### config.mk
export PLATFORM = sky130hd
export DESIGN_NAME = sync_rx_fifo
export DESIGN_NICKNAME = d
export VERILOG_FILES = /design/src/rtl/sync_rx_fifo_pkg.sv /design/src/rtl/sync_fifo_mem.sv /design/src/rtl/sync_rx_fifo.sv
export SDC_FILE = /design/constraint.sdc
export NUM_CORES = 1
export LEC_CHECK = 0
export CAP_MARGIN = 10
export CORE_UTILIZATION = 35
export CTS_CLUSTER_SIZE = 30
export DETAILED_ROUTE_END_ITERATION = 16
export PLACE_DENSITY = 0.65
export RECOVER_POWER = 100
export SETUP_SLACK_MARGIN = 0.15
export SKIP_CTS_REPAIR_TIMING = 1
export SYNTH_ARGS = -nofsm -noshare
export SYNTH_HDL_FRONTEND = slang
export SYNTH_SLANG_ARGS = --single-unit
export TNS_END_PERCENT = 50
### constraint.sdc
create_clock -name CLK -period 2.02 [get_ports CLK]
set_input_delay 0.404 -clock CLK [delete_from_list [all_inputs] [get_ports CLK]]
set_output_delay 0.404 -clock CLK [all_outputs]
set_load 0.02 [all_outputs]
### src/rtl/sync_rx_fifo_pkg.sv
// sync_rx_fifo_pkg: shared defaults and sizing helper for the receive FIFO
package sync_rx_fifo_pkg;
  localparam int def_bus_width = 4;
  localparam int def_depth = 4;
  localparam int def_cnt_width = 8;
  function automatic int log2_ceil(input int n);
    int r;
    r = 0;
    for (int i = 0; i < 31; i++) if ((1 << i) < n) r = i + 1;
    return r;
  endfunction
endpackage

### src/rtl/sync_fifo_mem.sv
// sync_fifo_mem: unreset register array with synchronous write and asynchronous read
module sync_fifo_mem #(
  parameter int bus_width = 4,
  parameter int depth = 4,
  parameter int aw = 2
) (
  input  logic                 clk,
  input  logic                 we,
  input  logic [aw-1:0]        waddr,
  input  logic [bus_width-1:0] wdata,
  input  logic [aw-1:0]        raddr,
  output logic [bus_width-1:0] rdata
);
  logic [bus_width-1:0] mem [depth];
  always_ff @(posedge clk) if (we) mem[waddr] <= wdata;
  assign rdata = mem[raddr];
endmodule

### src/rtl/sync_rx_fifo.sv
// sync_rx_fifo: captures synchronizer words into a FWFT FIFO with sticky overflow and saturating drop count
module sync_rx_fifo
  import sync_rx_fifo_pkg::*;
#(
  parameter int bus_width = def_bus_width,
  parameter int depth = def_depth,
  parameter int cnt_width = def_cnt_width
) (
  input  logic                        CLK,
  input  logic                        RST,
  input  logic [bus_width-1:0]        sync,
  input  logic                        enable_pulse,
  output logic [bus_width-1:0]        out_data,
  output logic                        out_valid,
  input  logic                        out_ready,
  output logic                        full,
  output logic [log2_ceil(depth):0]   level,
  output logic                        overflow,
  input  logic                        ovf_clr,
  output logic [cnt_width-1:0]        drop_cnt
);
  localparam int aw = log2_ceil(depth);
  logic [aw-1:0] wr_ptr, rd_ptr;
  logic [bus_width-1:0] rd_word;
  logic push, pop, drop;
  assign full = level == (aw+1)'(depth);
  assign out_valid = level != '0;
  assign pop = out_valid && out_ready;
  assign push = enable_pulse && (!full || pop);
  assign drop = enable_pulse && full && !pop;
  assign out_data = out_valid ? rd_word : '0;
  sync_fifo_mem #(.bus_width(bus_width), .depth(depth), .aw(aw)) u_mem (
    .clk(CLK),
    .we(push && !RST),
    .waddr(wr_ptr),
    .wdata(sync),
    .raddr(rd_ptr),
    .rdata(rd_word)
  );
  always_ff @(posedge CLK) begin
    if (RST) begin
      wr_ptr <= '0;
      rd_ptr <= '0;
      level <= '0;
      overflow <= 1'b0;
      drop_cnt <= '0;
    end else begin
      wr_ptr <= push ? wr_ptr + aw'(1) : wr_ptr;
      rd_ptr <= pop ? rd_ptr + aw'(1) : rd_ptr;
      level <= (push && !pop) ? level + (aw+1)'(1) : (pop && !push) ? level - (aw+1)'(1) : level;
      overflow <= drop ? 1'b1 : ovf_clr ? 1'b0 : overflow;
      // a drop in the same cycle as a clear restarts the count at one
      drop_cnt <= drop ? (ovf_clr ? cnt_width'(1) : (&drop_cnt) ? drop_cnt : drop_cnt + cnt_width'(1))
                       : ovf_clr ? '0 : drop_cnt;
    end
  end
endmodule

Yosys cells after proc, flatten, opt, wreduce, memory -nomap -nowiden
Memories as Yosys holds them, arrays and structs flattened. A register that Yosys moved wholly into a read port is not among the register bits. Cells that the tools add are included. Widths: inputs -> output; s select.

Multiplexer cells: 13. Reduce and logical (&&, ||, !) cells: 17. $add $sub $neg: 5. Eq/ne operators: 2.

Operator list (count): $mux 8 (4); $add 8x1->8 const B (1); $reduce_and 8->1 (1); $logic_and 1x1->1 (7); $mux 3 (2); $add 2x1->2 const B (2); $logic_not 1->1 (4); $mux 1 (4); $mux 2 (2); $mux 4 (1); $reduce_bool 2->1 (2); $add 3x1->3 const B (1); $eq 3x3->1 const B (1); $reduce_bool 3->1 (1); $sub 3x1->3 const B (1); $ne 2x2->1 const B (1); $reduce_and 2->1 (1); $logic_or 1x1->1 (1).

RAM bits: 16. Memories: 1. Output and inout bits: 18. Word-level logic and storage cells: 43. Bits of input ports: 9. Register bits after elaboration: 16.

Memory list: u_mem.mem (depth 4, width 4, rd ports 1, clocked after memory_dff 1, wr ports 1, RTL line sync_fifo_mem.sv:14) `logic [bus_width-1:0] mem [depth];`.

Logic depth before layout (Yosys ltp)
Gate-level depths: netlist (run 1).

Depth after elaboration: 8. Mapped depth: 10. Mapped depth without buffers: 9.

By module
From an unflattened synthesis (run 1), not the netlist that was laid out.

Cells, all modules: 119. Area, all modules: 1453.9 sq um.

By module, submodules not included: sync_rx_fifo (area each 837.1 sq um, sequential area each 320.3 sq um, cells each 95, times used 1); sync_fifo_mem (area each 616.8 sq um, sequential area each 480.5 sq um, cells each 24, times used 1).

Worst setup path after synthesis (run 1)
OpenSTA, ideal clock, no wires.

Kind: register to register. Start: register level[0]. End: register level[2]. Data required time: 1949 ps. Buffers on the path: 1. Setup slack: -353 ps. Setup time: 71 ps. Cell stages (with the launch flop): 10. Arrival: 2302 ps. Clock period less this slack: 2373 ps. Cells stage by stage: dfxtp_1 -> or3_1 -> clkbuf_1 -> nand2_1 -> ha_1 -> inv_1 -> fa_1 -> xor2_1 -> or3_1 -> a21oi_1.

Word-level cells in the longest chain between the ends: 7. Elaborated cells between the ends (all ways): 15. Those cells by class: add/sub: 2; eq/ne: 1; mux: 2; reduce/logical: 10.

RTL lines: start: declaration (RTL line sync_rx_fifo.sv:17) `output logic [log2_ceil(depth):0] level,`; start signal: assignment (RTL line sync_rx_fifo.sv:50) `level <= (push && !pop) ? level + (aw+1)'(1) : (pop && !push) ? level - (aw+1)'(1) : level;`; $reduce_bool 3->1 * (RTL line sync_rx_fifo.sv:27) `assign out_valid = level != '0;`; named net out_valid (RTL line sync_rx_fifo.sv:14) `output logic out_valid,`; $logic_and 1x1->1 * (RTL line sync_rx_fifo.sv:28) `assign pop = out_valid && out_ready;`; $logic_or 1x1->1 (RTL line sync_rx_fifo.sv:29) `assign push = enable_pulse && (!full || pop);`; $logic_and 1x1->1 (RTL line sync_rx_fifo.sv:29); $logic_not 1->1 (RTL line sync_rx_fifo.sv:50); $logic_and 1x1->1 (RTL line sync_rx_fifo.sv:50); $reduce_bool 2->1 (no source line).

The timed path passes the listed nets; every way through them passes the cells marked *. The select of a mux whose other input is x is not followed. A chain may end at the register's enable or synchronous reset.

Final worst setup path (run 1)
Start: register level[2]. End: register level[2].

Word-level cells in the longest chain between the ends: 7. Elaborated cells between the ends (all ways): 15. Those cells by class: add/sub: 2; eq/ne: 1; mux: 2; reduce/logical: 10.

RTL lines: parallel branches: the longest is 7 deep, another holds $sub 3x1->3.

Parallel ways; which one is timed is not known. The select of a mux whose other input is x is not followed.

==> summary.md, run 1 <==
| Metric | Value |
|---|---|
| DR iter-0 viols | `52` |
| Post-DRT Antenna Nets | `0` |
| Die footprint | `4710 um^2` |
| Sum Neg Setup Slack | `-0.00780 ns` |
| Share of cells above drive strength 1 | `27.8%` |
| Number of antenna violations at the first check in global routing | `0` |
| Synth-to-Final Area Change | `36.5%` |
| WP data arrival | `2.24 ns` |
| Static Leakage | `0.849 nW` |
| CTS Sinks | `34` |
| Bufs on Longest Clock Path | `2` |
| CP delay by family, top | `simple AND/OR/NAND/NOR gates` |
| Final instance area | `2120 um^2` |
| Setup ws final | `-0.00780 ns` |
| Crit path launch type | `flop` |
| Worst-Skew Late Latency | `0.28 ns` |
| Total CTS buffers | `5` |
| Core ar. | `4140 um^2` |
| Die height | `68.6 um` |
| Final Hold Viols | `0` |
| Initial core utilization | `37.5%` |
| DR DRC count | `0` |
| Worst min-delay path class | `flop to flop` |
| Cell Area, Placed | `2010 um^2` |
| RSZ-0062 raised after global routing | `true` |
| Avg Inst Size Synth | `12.0 um^2` |
| Via density | `5.19` |
| GRT overflow | `0` |
| Total Routing Usage GR | `15.7%` |
| Commonest cells after routing, fill and taps aside | `buf_4 (18), edfxtp_1 (16), dfxtp_1 (14), clkdlybuf4s50_1 (14), nor2_1 (13)` |
| Post-DP HPWL | `2330 um` |
| First-pass GRT wire length | `5170 um` |
| Vias in the first global route | `1075` |
| Ant diodes | `0` |
| Maximum vdd drop | `0.000446 V` |
| R2R Setup Slk | `-0.008 ns` |
| FMAX | `0.493 GHz` |
| Sequential element share of the synthesized area | `54.1%` |
| Failing checks | `negative setup slack` |
| Crit Path Max Fanout | `3` |
| Layout Nets | `191` |
| IO buf count | `26` |
| Placed Cells | `218` |
| Final core occ | `51.2%` |
| Clock root cell | `clkbuf_8` |
| CP Buf/Inv Count | `1` |
| Largest net degree at the start of global routing | `12` |
| Routed Wire Length | `3220 um` |
| DR WL/cell | `14.3 um` |
| Routability congestion estimate | `0.805` |
| Via Count | `1174` |
| TritonCTS clock tree | `done` |
| Slew margin rel. | `81.8%` |
| Critical-path cell list | `or3_4, nand2_4, ha_4, inv_2, fa_2, xor2_1, or3_1, a21oi_1` |
| Measured slew at the worst slew-check pin | `0.272 ns` |
| Fin. max-slew vios | `0` |
| Syn nets | `146` |
| Leading cell type in the layout, fill and taps excluded | `buf_4` |
| I/O Pins | `27` |
| Initial DRT Pass Iterations | `4` |
| Layout Skew | `0.00372 ns` |
| H-Tree Depth | `2` |
| Period utilization | `100%` |
| Yosys warns | `0` |
| MaxCap Viol Count | `0` |
| Syn Inst Count | `130` |
| Synth Register Bits | `34` |
| Final cell count without fillers | `226` |
| Setup violators final | `1` |
| Syn Std Cell Area | `1550 um^2` |
| Die width | `68.6 um` |
| Minimum clock period | `2.03 ns` |
| Status | `finished with violations` |
| CTS clock-pin slew for the worst setup and hold paths | `0.07 ns` |
| Pwr Total | `0.00234 W` |
| Worst path slowest cell | `or3_4` |
| Yosys cell types | `34` |
| Pwr/cell area | `1100 nW/um^2` |
| Crit path largest cell delay | `0.40 ns` |
| Critical path endpoint category | `flop` |
| Row cnt | `23` |
| Setup CP Type | `flop to flop` |
| Crit path required time | `2.23 ns` |
-- metrics by stage --
stage          hold WS, ns  worst slack, ns
2_1_floorplan        0.469           -0.114
3_3_place_gp         0.468           -0.434
3_5_place_dp         0.470           -0.489
4_1_cts              0.485           -0.446
5_1_grt              0.525          -0.0795
6_report             0.482         -0.00780
-- cells in the mapped netlist --
library cell  number  share of area, %
a211oi_1           2              0.97
a21oi_1            5               1.6
a31o_2             1              0.56
a31oi_1            1              0.40
and2_1             8               3.2
and4_1             2               1.1
buf_1              1              0.24
buf_6              1              0.72
clkbuf_1           1              0.24
dfxtp_1           18                23
edfxtp_1          16                31
fa_1               1               1.3
ha_1               6               4.8
inv_1              6               1.4
mux2i_1            3               1.9
mux4_2             4               5.8
nand2_1            9               2.2
nand2b_1           3               1.2
nand3_1            5               1.6
nand4_1            2              0.81
nor2_1            13               3.1
nor3_1             1              0.32
nor3b_1            1              0.48
nor4_1             2              0.81
nor4_4             2               2.7
nor4b_1            1              0.56
o211a_1            2               1.3
o211ai_1           1              0.48
o21ai_0            2              0.64
or2_1              1              0.40
or3_1              2              0.81
or4b_1             1              0.64
xnor2_1            2               1.1
xor2_1             4               2.3
-- where the power goes --
| part | internal [W] | switching, W | total (W) |
|---|---|---|---|
| Combinational | 0.000523 | 0.000449 | 0.000973 |
| Sequential | 0.000817 | 0.0000676 | 0.000884 |
| Clock | 0.000236 | 0.000245 | 0.000481 |
| Total | 0.00158 | 0.000762 | 0.00234 |
-- flip-flops by register name (all words and copies together), names as in the netlist, named ones only --
name / cells
drop_cnt: 8
level: 3
overflow: 1
rd_ptr: 2
u_mem.mem: 16
wr_ptr: 2
-- kinds of logic (layout without fill, tap and decap cells) --
family	Yosys count	in the layout	synth area share [%]
muxes	7	7	7.73
DFF	34	34	54.1
and+or+nand+nor	53	53	20.0
adders and majority gates	7	7	6.12
buffers and inverters	9	55	2.66
xor gates and xnor gates	6	6	3.38
AOI/OAI and AO/OA	14	14	5.96
-- area by class of cell --
cell class	count	area [um^2]
clock inverter	3	16.3
tap	50	62.6
clock buffer	5	68.8
inverter	6	22.5
fill	384	2020
timing repair buffer	41	377
multi-input combinational	87	721
sequential	34	853
-- final timing paths --
path / cells past startpoint / to / from
setup reg to reg: 8 / level[2]$_SDFFE_PP0P_ / level[2]$_SDFFE_PP0P_
hold / removal: 2 / overflow$_SDFFE_PP0P_ / overflow$_SDFFE_PP0P_
hold reg to reg: 2 / overflow$_SDFFE_PP0P_ / overflow$_SDFFE_PP0P_
setup / recovery: 8 / level[2]$_SDFFE_PP0P_ / level[2]$_SDFFE_PP0P_
-- tightest hold or removal path, stage by stage, from the launching register on --
cell	delay, ns
dfxtp_1	0.32
nand2b_1	0.06
a21oi_1	0.06
-- routing by layer --
| metal | share of wire, % | global-route usage, % | up-vias |
|---|---|---|---|
| met2 | 48 | 25.2 | 41 |
| met3 | 5.5 | 3.62 | 9 |
| met1 | 45 | 19.4 | 565 |
| met5 | 0 | 0 | - |
| met4 | 2.0 | 8.59 | 0 |
| li1 | - | - | 559 |
Note: power is estimated with default switching activity, not from simulation.
==> run 2: changes to the inputs <==
--- a/config.mk
+++ b/config.mk
@@ -7,6 +7,7 @@
 export LEC_CHECK = 0
 export CAP_MARGIN = 10
 export CORE_UTILIZATION = 35
+export CTS_CLUSTER_DIAMETER = 120
 export CTS_CLUSTER_SIZE = 30
 export DETAILED_ROUTE_END_ITERATION = 16
 export PLACE_DENSITY = 0.65
==> results of run 2 <==
Same layout as run 1: the final DEF is identical, and so are final timing and power.
